File: config.mk
export PLATFORM = sky130hd
export DESIGN_NAME = fifo_ff_sync_p
export DESIGN_NICKNAME = d
export VERILOG_FILES = /design/src/rtl/fifo_pkg.sv /design/src/rtl/fifo_ptr_mod.sv /design/src/rtl/fifo_ff_sync_p.sv
export SDC_FILE = /design/constraint.sdc
export NUM_CORES = 1
export LEC_CHECK = 0
export CELL_PAD_IN_SITES_DETAIL_PLACEMENT = 0
export CELL_PAD_IN_SITES_GLOBAL_PLACEMENT = 1
export CORE_AREA = 2 2 198 200
export CTS_CLUSTER_DIAMETER = 200
export CTS_CLUSTER_SIZE = 30
export DETAILED_ROUTE_END_ITERATION = 8
export DIE_AREA = 0 0 200 202
export PLACE_DENSITY_LB_ADDON = 0.12
export SLEW_MARGIN = 20
export SYNTH_ARGS = -nofsm -noshare
export SYNTH_HDL_FRONTEND = slang
export SYNTH_SLANG_ARGS = --single-unit
File: constraint.sdc
create_clock -name clk -period 4.4 [get_ports clk]
set_input_delay 0.88 -clock clk [delete_from_list [all_inputs] [get_ports clk]]
set_output_delay 0.88 -clock clk [all_outputs]
set_load 0.1 [all_outputs]
File: src/rtl/fifo_pkg.sv
// Shared definitions for the FIFO family: read-mode selector and pointer sizing.
package fifo_pkg;

    // FIFO_FWFT shows the head word combinationally; FIFO_STD registers it on a pop.
    typedef enum logic {
        FIFO_FWFT = 1'b0,
        FIFO_STD  = 1'b1
    } fifo_mode_e;

    // Pointer width able to index entries 0..depth-1 (at least one bit).
    function automatic int ptr_width(input int depth);
        return (depth <= 2) ? 1 : $clog2(depth);
    endfunction

endpackage

File: src/rtl/fifo_ptr_mod.sv
// Modulo-DEPTH pointer counter with increment and synchronous clear.
module fifo_ptr_mod
    import fifo_pkg::*;
#(
    parameter int DEPTH = 16,
    parameter int PW    = ptr_width(DEPTH)
) (
    input  logic          clk,
    input  logic          rst_n,
    input  logic          clr_i,
    input  logic          inc_i,
    output logic [PW-1:0] ptr_o
);

    localparam logic [PW-1:0] LAST = PW'(DEPTH - 1);
    localparam logic [PW-1:0] ONE  = PW'(1);

    logic [PW-1:0] ptr_q;
    logic [PW-1:0] ptr_d;

    // Clear wins over increment; the last index wraps back to zero.
    always_comb begin
        ptr_d = ptr_q;
        if (clr_i) begin
            ptr_d = '0;
        end else if (inc_i) begin
            ptr_d = (ptr_q == LAST) ? '0 : ptr_q + ONE;
        end
    end

    // Pointer register, returned to entry 0 by reset.
    always_ff @(posedge clk or negedge rst_n) begin
        if (!rst_n) begin
            ptr_q <= '0;
        end else begin
            ptr_q <= ptr_d;
        end
    end

    assign ptr_o = ptr_q;

endmodule

File: src/rtl/fifo_ff_sync_p.sv
// Synchronous flip-flop FIFO with show-ahead or registered read, status flags
// derived from a registered occupancy count, and sticky overflow/underflow.
module fifo_ff_sync_p
    import fifo_pkg::*;
#(
    parameter int         WIDTH     = 32,
    parameter int         DEPTH     = 16,
    parameter int         AF_THRESH = DEPTH - 2,
    parameter int         AE_THRESH = 2,
    parameter fifo_mode_e MODE      = FIFO_FWFT
) (
    input  logic                       clk,
    input  logic                       rst_n,
    input  logic                       flush,
    input  logic                       wr_en,
    input  logic [WIDTH-1:0]           wr_data,
    input  logic                       rd_en,
    input  logic                       err_clr,
    output logic [WIDTH-1:0]           rd_data,
    output logic                       rd_valid,
    output logic                       empty,
    output logic                       full,
    output logic                       almost_empty,
    output logic                       almost_full,
    output logic [$clog2(DEPTH+1)-1:0] occup,
    output logic                       overflow,
    output logic                       underflow
);

    localparam int PW = ptr_width(DEPTH);
    localparam int OW = $clog2(DEPTH + 1);

    localparam logic [OW-1:0] DEPTH_L = OW'(DEPTH);
    localparam logic [OW-1:0] AF_L    = OW'(AF_THRESH);
    localparam logic [OW-1:0] AE_L    = OW'(AE_THRESH);
    localparam logic [OW-1:0] ONE_O   = OW'(1);

    if (WIDTH < 1 || DEPTH < 2 || AF_THRESH < 1 || AF_THRESH > DEPTH ||
        AE_THRESH < 0 || AE_THRESH > DEPTH - 1) begin : g_bad_params
        $error("fifo_ff_sync_p: illegal WIDTH/DEPTH/AF_THRESH/AE_THRESH combination");
    end

    logic [WIDTH-1:0] mem_q [DEPTH];
    logic [PW-1:0]    wr_ptr;
    logic [PW-1:0]    rd_ptr;

    logic [OW-1:0] occup_q, occup_d;
    logic empty_q, full_q, ae_q, af_q;
    logic ovf_q, ovf_d, unf_q, unf_d;
    logic rd_acc, wr_acc;

    // A full FIFO still takes a write when the head is popped in the same cycle.
    assign rd_acc = rd_en && !flush && !empty_q;
    assign wr_acc = wr_en && !flush && (!full_q || rd_acc);

    fifo_ptr_mod #(.DEPTH(DEPTH), .PW(PW)) u_wr_ptr (
        .clk   (clk),
        .rst_n (rst_n),
        .clr_i (flush),
        .inc_i (wr_acc),
        .ptr_o (wr_ptr)
    );

    fifo_ptr_mod #(.DEPTH(DEPTH), .PW(PW)) u_rd_ptr (
        .clk   (clk),
        .rst_n (rst_n),
        .clr_i (flush),
        .inc_i (rd_acc),
        .ptr_o (rd_ptr)
    );

    // Storage is left unreset; empty guards against reading stale entries.
    always_ff @(posedge clk) begin
        if (wr_acc) begin
            mem_q[wr_ptr] <= wr_data;
        end
    end

    // Next occupancy and sticky errors; a new error beats a same-cycle clear.
    always_comb begin
        occup_d = occup_q;
        if (flush) begin
            occup_d = '0;
        end else if (wr_acc && !rd_acc) begin
            occup_d = occup_q + ONE_O;
        end else if (rd_acc && !wr_acc) begin
            occup_d = occup_q - ONE_O;
        end
        ovf_d = ovf_q;
        if (wr_en && !wr_acc && !flush) begin
            ovf_d = 1'b1;
        end else if (err_clr) begin
            ovf_d = 1'b0;
        end
        unf_d = unf_q;
        if (rd_en && !rd_acc && !flush) begin
            unf_d = 1'b1;
        end else if (err_clr) begin
            unf_d = 1'b0;
        end
    end

    // Count, flags and error bits are registered together so they always agree.
    always_ff @(posedge clk or negedge rst_n) begin
        if (!rst_n) begin
            occup_q <= '0;
            empty_q <= 1'b1;
            full_q  <= 1'b0;
            ae_q    <= 1'b1;
            af_q    <= 1'b0;
            ovf_q   <= 1'b0;
            unf_q   <= 1'b0;
        end else begin
            occup_q <= occup_d;
            empty_q <= (occup_d == '0);
            full_q  <= (occup_d == DEPTH_L);
            ae_q    <= (occup_d <= AE_L);
            af_q    <= (occup_d >= AF_L);
            ovf_q   <= ovf_d;
            unf_q   <= unf_d;
        end
    end

    if (MODE == FIFO_STD) begin : g_std
        logic [WIDTH-1:0] rd_data_q;
        logic             rd_valid_q;

        // Popped word is captured at the edge; valid pulses for that single cycle.
        always_ff @(posedge clk or negedge rst_n) begin
            if (!rst_n) begin
                rd_data_q  <= '0;
                rd_valid_q <= 1'b0;
            end else begin
                rd_valid_q <= rd_acc;
                if (rd_acc) begin
                    rd_data_q <= mem_q[rd_ptr];
                end
            end
        end

        assign rd_data  = rd_data_q;
        assign rd_valid = rd_valid_q;
    end else begin : g_fwft
        assign rd_data  = mem_q[rd_ptr];
        assign rd_valid = !empty_q;
    end

    assign occup        = occup_q;
    assign empty        = empty_q;
    assign full         = full_q;
    assign almost_empty = ae_q;
    assign almost_full  = af_q;
    assign overflow     = ovf_q;
    assign underflow    = unf_q;

endmodule

==> qor.txt, run 1 <==
worst slack, placed: 886 ps
syn nets: 892
fin util: 59.2%
vias in the first global route: 9457
# resized after CTS: 0
Cells after Synth: 847
vias per cell: 6.07
ys async rst share: 3.58%
maximum VDD drop: 293 uV
Post-Syn Area: 0.0204 mm^2
routed wire length: 42000 um
status: complete, no violations
Setup WS post-layout: 346 ps
Yosys reg bits: 531
Num Clock Sinks: 531
multi-input logic area: 0.00438 mm^2
crit path max fanout: 32
worst path cell trace: buf_4, mux4_2, mux4_2, buf_4
Storage cell area: 0.0159 mm^2
Final period util: 92.1%
CTS root buf: clkbuf_16
Leakage: 6.85 nW
router iterations before antenna repair: 5
# IOs: 82
worst-skew pair later-pin latency: 560 ps
# Post-CTS Setup Buffers: 0
Critical Path RT: 3520 ps
die width: 200 um
Max stage delay cell, worst path: dfrtp_4
CP Data Arrival Time: 3170 ps
Worst R2R Start: empty
Die Height: 202 um
ys flop type: edfxtp_1
yosys warns: 0
cts hold-fix bufs: 0
antenna viol nets, final: 0
Overall Power: 9.72 mW
core footprint: 0.0383 mm^2
DP HPWL: 23700 um
Final Net Count: 1001
htree depth: 1
Avg Inst Size Synth: 24.1 um^2
crit path from: u_rd_ptr.ptr_o[0]
Final min period: 4050 ps
I/O Buffers: 81
initial drt markers: 829
gr ovfl total: 0
Post-Route Skew: 22.1 ps
CTS buffer count: 21
die area: 0.0404 mm^2
initial antenna violation count: 2
sequential area share after synthesis: 77.7%
GRT Util Overall: 21.6%
# rows: 72
Slew HR: 33.5%
unrepaired setup endpoints after global routing: no
DRC: 0
EDFF count, synth: 512
CP peak stage delay: 870 ps
DR vias: 9002
PD cells: 429 mW/mm^2
setup_tns: 0 ps
maximum clock path buffer count: 3
clock transition at the registers of the reported paths: 110 ps
Max Freq: 247 MHz
number of hold violations in the final report: 0
startpoint types: flip-flop
Max-Cap Viols: 0
layout cells sized above 1: 29.6%
endpoints failing setup: 0
first-pass GRT wire length: 62500 um
largest net degree at the start of global routing: 69
Slew Limit Fails: 0
area grow syn2layout: 11.2%
HP Start: underflow
kind of critical path: flip-flop to primary output
Starting Density: 53.3%
RePlAce Congestion: 0.791
CTS tree: yes
Cell variety after synth: 44
Hold Path Class: flip-flop to flip-flop
FILL cells: 2661
Worst Setup End Kind: primary output
Wirelength per Cell: 28.3 um
worst slew pin tran: 994 ps
==> power breakdown <==
part | switching [mW] | total [mW] | internal, mW
registers | 0.0879 | 5.70 | 5.61
clock network | 1.40 | 2.29 | 0.896
logic | 1.08 | 1.73 | 0.648
==> cell usage after synthesis (all sizes together) (3+ instances only) <==
library cell,count,area [um^2]
nand2,13,48.8
clkbuf,14,52.6
nand3,4,20.0
nor3,9,50.1
dfrtp,17,425
edfxtp,512,15400
o21ai,5,25.0
inv,11,41.3
buf,27,180
o32ai,3,26.3
mux4,160,3600
ha,7,87.6
nand2b,5,31.3
nor2,22,82.6
==> final timing paths <==
kind | end | depth (start not counted) | slack [ps]
max | rd_data[31] | 4 | 350
min | underflow | 1 | 530
max reg2reg | mem_q[15][17] | 6 | 2080
min reg2reg | underflow | 1 | 530
max in group asynchronous | u_rd_ptr.ptr_o[0] | 1 | 2960
min in group asynchronous | u_wr_ptr.ptr_o[2] | 1 | 810
==> flip-flops by register name, indices dropped and copies added (netlist names) <==
register,cells
empty,1
mem_q,512
u_rd_ptr.ptr_o,4
underflow,1
full,1
occup,5
u_wr_ptr.ptr_o,4
almost_full,1
overflow,1
almost_empty,1
==> placed cells by master, fill, tap and decap left out, types with 3 or more instances in the layout <==
cell	n
nand2b_1	5
nand3_1	4
ha_1	7
nor2_4	12
buf_12	8
dfrtp_1	13
o21ai_0	5
nand2_1	13
mux4_2	160
nor2_1	10
inv_1	11
nor3_2	4
o32ai_1	3
clkbuf_1	7
clkbuf_16	21
buf_4	70
edfxtp_1	512
nor3_1	4
clkdlybuf4s50_1	49
==> layer usage <==
metal / GRT usage [%] / wire (um) / vias to the layer above / share of wire, %
met2: 37.3 / 22100 / 270 / 53
met5: 0 / 0 / - / 0
li1: - / - / 3820 / -
met3: 2.99 / 2410 / 35 / 5.8
met4: 3.78 / 551 / 0 / 1.3
met1: 30.2 / 16900 / 4877 / 40
==> cells by family (layout without fill, tap and decap cells) <==
group / Yosys count / in the layout / share of synthesized area (%)
xor gates and xnor gates: 3 / 3 / 0.129
AOI/OAI and AO/OA: 25 / 25 / 0.908
other: 0 / 2 / 0
and+or+nand+nor: 66 / 66 / 1.64
muxes: 162 / 162 / 17.8
adders and majority gates: 7 / 7 / 0.430
buffers and inverters: 53 / 168 / 1.36
DFF: 531 / 531 / 77.7
==> cell type report <==
cell class / instances / area share, %
Antenna cell: 2 / 0.0221
Timing Repair Buffer: 127 / 5.19
Multi-Input combinational cell: 263 / 19.3
Sequential cell: 531 / 70.0
Clock inverter: 1 / 0.0497
Tap cell: 518 / 2.86
Inverter: 12 / 0.199
Clock buffer: 28 / 2.43
==> critical path: cells and delay by family (launching register included) <==
kind / cells / cell delay [ps]
DFF: 1 / 870
muxes: 2 / 1080
buffers and inverters: 2 / 640
==> metrics by stage <==
step | area (um^2) | instances | hold slack, ps
2_1_floorplan | 20400 | 847 | 557
3_3_place_gp | 22100 | 1451 | 479
3_5_place_dp | 22100 | 1451 | 509
4_1_cts | 22700 | 1480 | 535
5_1_grt | 22700 | 1480 | 564
6_report | 22700 | 1482 | 526
No activity file was read; power rests on OpenSTA's default activity.
==> run 2, diff against run 1 <==
SETUP_SLACK_MARGIN = 0.5   (was default)
==> run 2 against run 1 <==
Worst hold slack better by 5.2 ps. Sequential share of layout area down 0.20 points. First-iteration DRC count down 28%. Die area is the same. Critical path depth did not move. Utilization rose by 0.17 points. Final cell count fell by 0.61%. Highest routed layer is now met5.
==> qor.txt, run 2 (same netlist as run 1, synthesis figures left out) <==
most frequent cells in the layout: 512 x edfxtp_1, 160 x mux4_2, 54 x buf_4
DR vias: 8963
Post-Route Skew: 15.0 ps
I/O Buffers: 81
vias per cell: 6.08
Max Freq: 265 MHz
clock transition at the registers of the reported paths: 110 ps
cts hold-fix bufs: 0
clock share of power: 23.6%
number of hold violations in the final report: 0
placed cell count: 1443
Final period util: 85.9%
kind of critical path: flip-flop to primary output
DP HPWL: 23300 um
fin area: 0.0227 mm^2
Hold Path Class: flip-flop to flip-flop
CTS root buf: clkbuf_16
Slew Limit Fails: 0
first-pass GRT wire length: 61700 um
# rows: 72
maximum clock path buffer count: 3
startpoint types: flip-flop
worst slew pin tran: 997 ps
Overall Power: 9.73 mW
Final Net Count: 993
Final min period: 3780 ps
antenna viol nets, final: 0
htree depth: 1
Critical Path RT: 3520 ps
CP Data Arrival Time: 2900 ps
Int Pwr: 7.16 mW
CTS buffer count: 21
switching power share of the total: 26.4%
area grow syn2layout: 11.5%
max FFs per register: 512
Num Clock Sinks: 531
Setup WS post-layout: 620 ps
commonest non-fill, non-tap cell in the layout: edfxtp_1
# Post-CTS Setup Buffers: 0
endpoints failing setup: 0
# IOs: 82
setup_tns: 0 ps
crit path max fanout: 39
GRT Util Overall: 21.2%
area post-placement: 0.0222 mm^2
Worst Setup End Kind: primary output
Die Height: 202 um
RePlAce Congestion: 0.794
die width: 200 um
initial drt markers: 594
router iterations before antenna repair: 4
Ant. Diodes: 0
maximum VDD drop: 342 uV
status: complete, no violations
worst slack, placed: 1020 ps
gr ovfl total: 0
initial antenna violation count: 2
CTS tree: yes
Net Switching: 2.57 mW
largest register by flop count: mem_q
Starting Density: 53.3%
core footprint: 0.0383 mm^2
Max-Cap Viols: 0
Combinational Power Share: 17.9%
DRC: 0
worst-skew pair later-pin latency: 550 ps
fin cells: 1473
unrepaired setup endpoints after global routing: yes
vias in the first global route: 9564
sequential share of power: 58.4%
die area: 0.0404 mm^2
routed wire length: 41000 um
PD cells: 428 mW/mm^2
layout cells sized above 1: 29.0%
Wirelength per Cell: 27.8 um
Slew HR: 33.3%
Leakage: 6.82 nW
largest net degree at the start of global routing: 44
[run 2: metal layers]
metal	GRT usage (%)	share of wire (%)	vias up
li1	-	-	3811
met1	30.7	42	4859
met2	35.8	51	263
met3	2.55	5.3	26
met4	3.39	1.2	4
met5	0	0.051	-
[run 2: path summary, 6_finish.rpt]
kind / start / end / slack [ps] / cells after the start
setup / recovery: u_rd_ptr.ptr_o[1] / rd_data[10] / 620 / 4
hold / removal: underflow / underflow / 530 / 1
setup reg to reg: empty / mem_q[12][21] / 2070 / 6
hold reg to reg: underflow / underflow / 530 / 1
max in group asynchronous: rst_n / u_rd_ptr.ptr_o[0] / 2910 / 1
min in group asynchronous: rst_n / occup[2] / 830 / 1
[run 2: metrics by stage]
step,hold WS [ps],utilization (%)
floorplan,557,-
global placement,512,57.9
detailed placement,491,57.9
CTS,535,59.4
global route,552,59.4
finish,531,59.4
[run 2: cell type report]
type                       count  area (um^2)
fill                        2668        15500
clock inverter                 1         11.3
inverter                      12         45.0
sequential                   531        15900
clock buffer                  29          556
tap                          518          648
timing repair buffer         119         1220
multi-input combinational    263         4400
[run 2: critical path: stages, from the launching register on]
cell and delay [ps]:
dfrtp_4 850, buf_4 370, mux4_2 350, mux4_2 490, buf_4 250
[run 2: repair_timing]
action                                  CTS  global route
resized for setup                         0             1
endpoints found under the hold margin     0             0
endpoints found under the setup margin    0             4
[run 2: power groups by stage]
stage / logic, mW / registers [mW] / clock network, mW
after floorplan: 1.25 / 5.89 / 0
after global placement: 1.75 / 5.79 / 0
after detailed placement: 1.77 / 5.80 / 0
after CTS: 1.77 / 5.68 / 2.37
after global routing: 1.84 / 5.69 / 2.53
final: 1.75 / 5.68 / 2.30
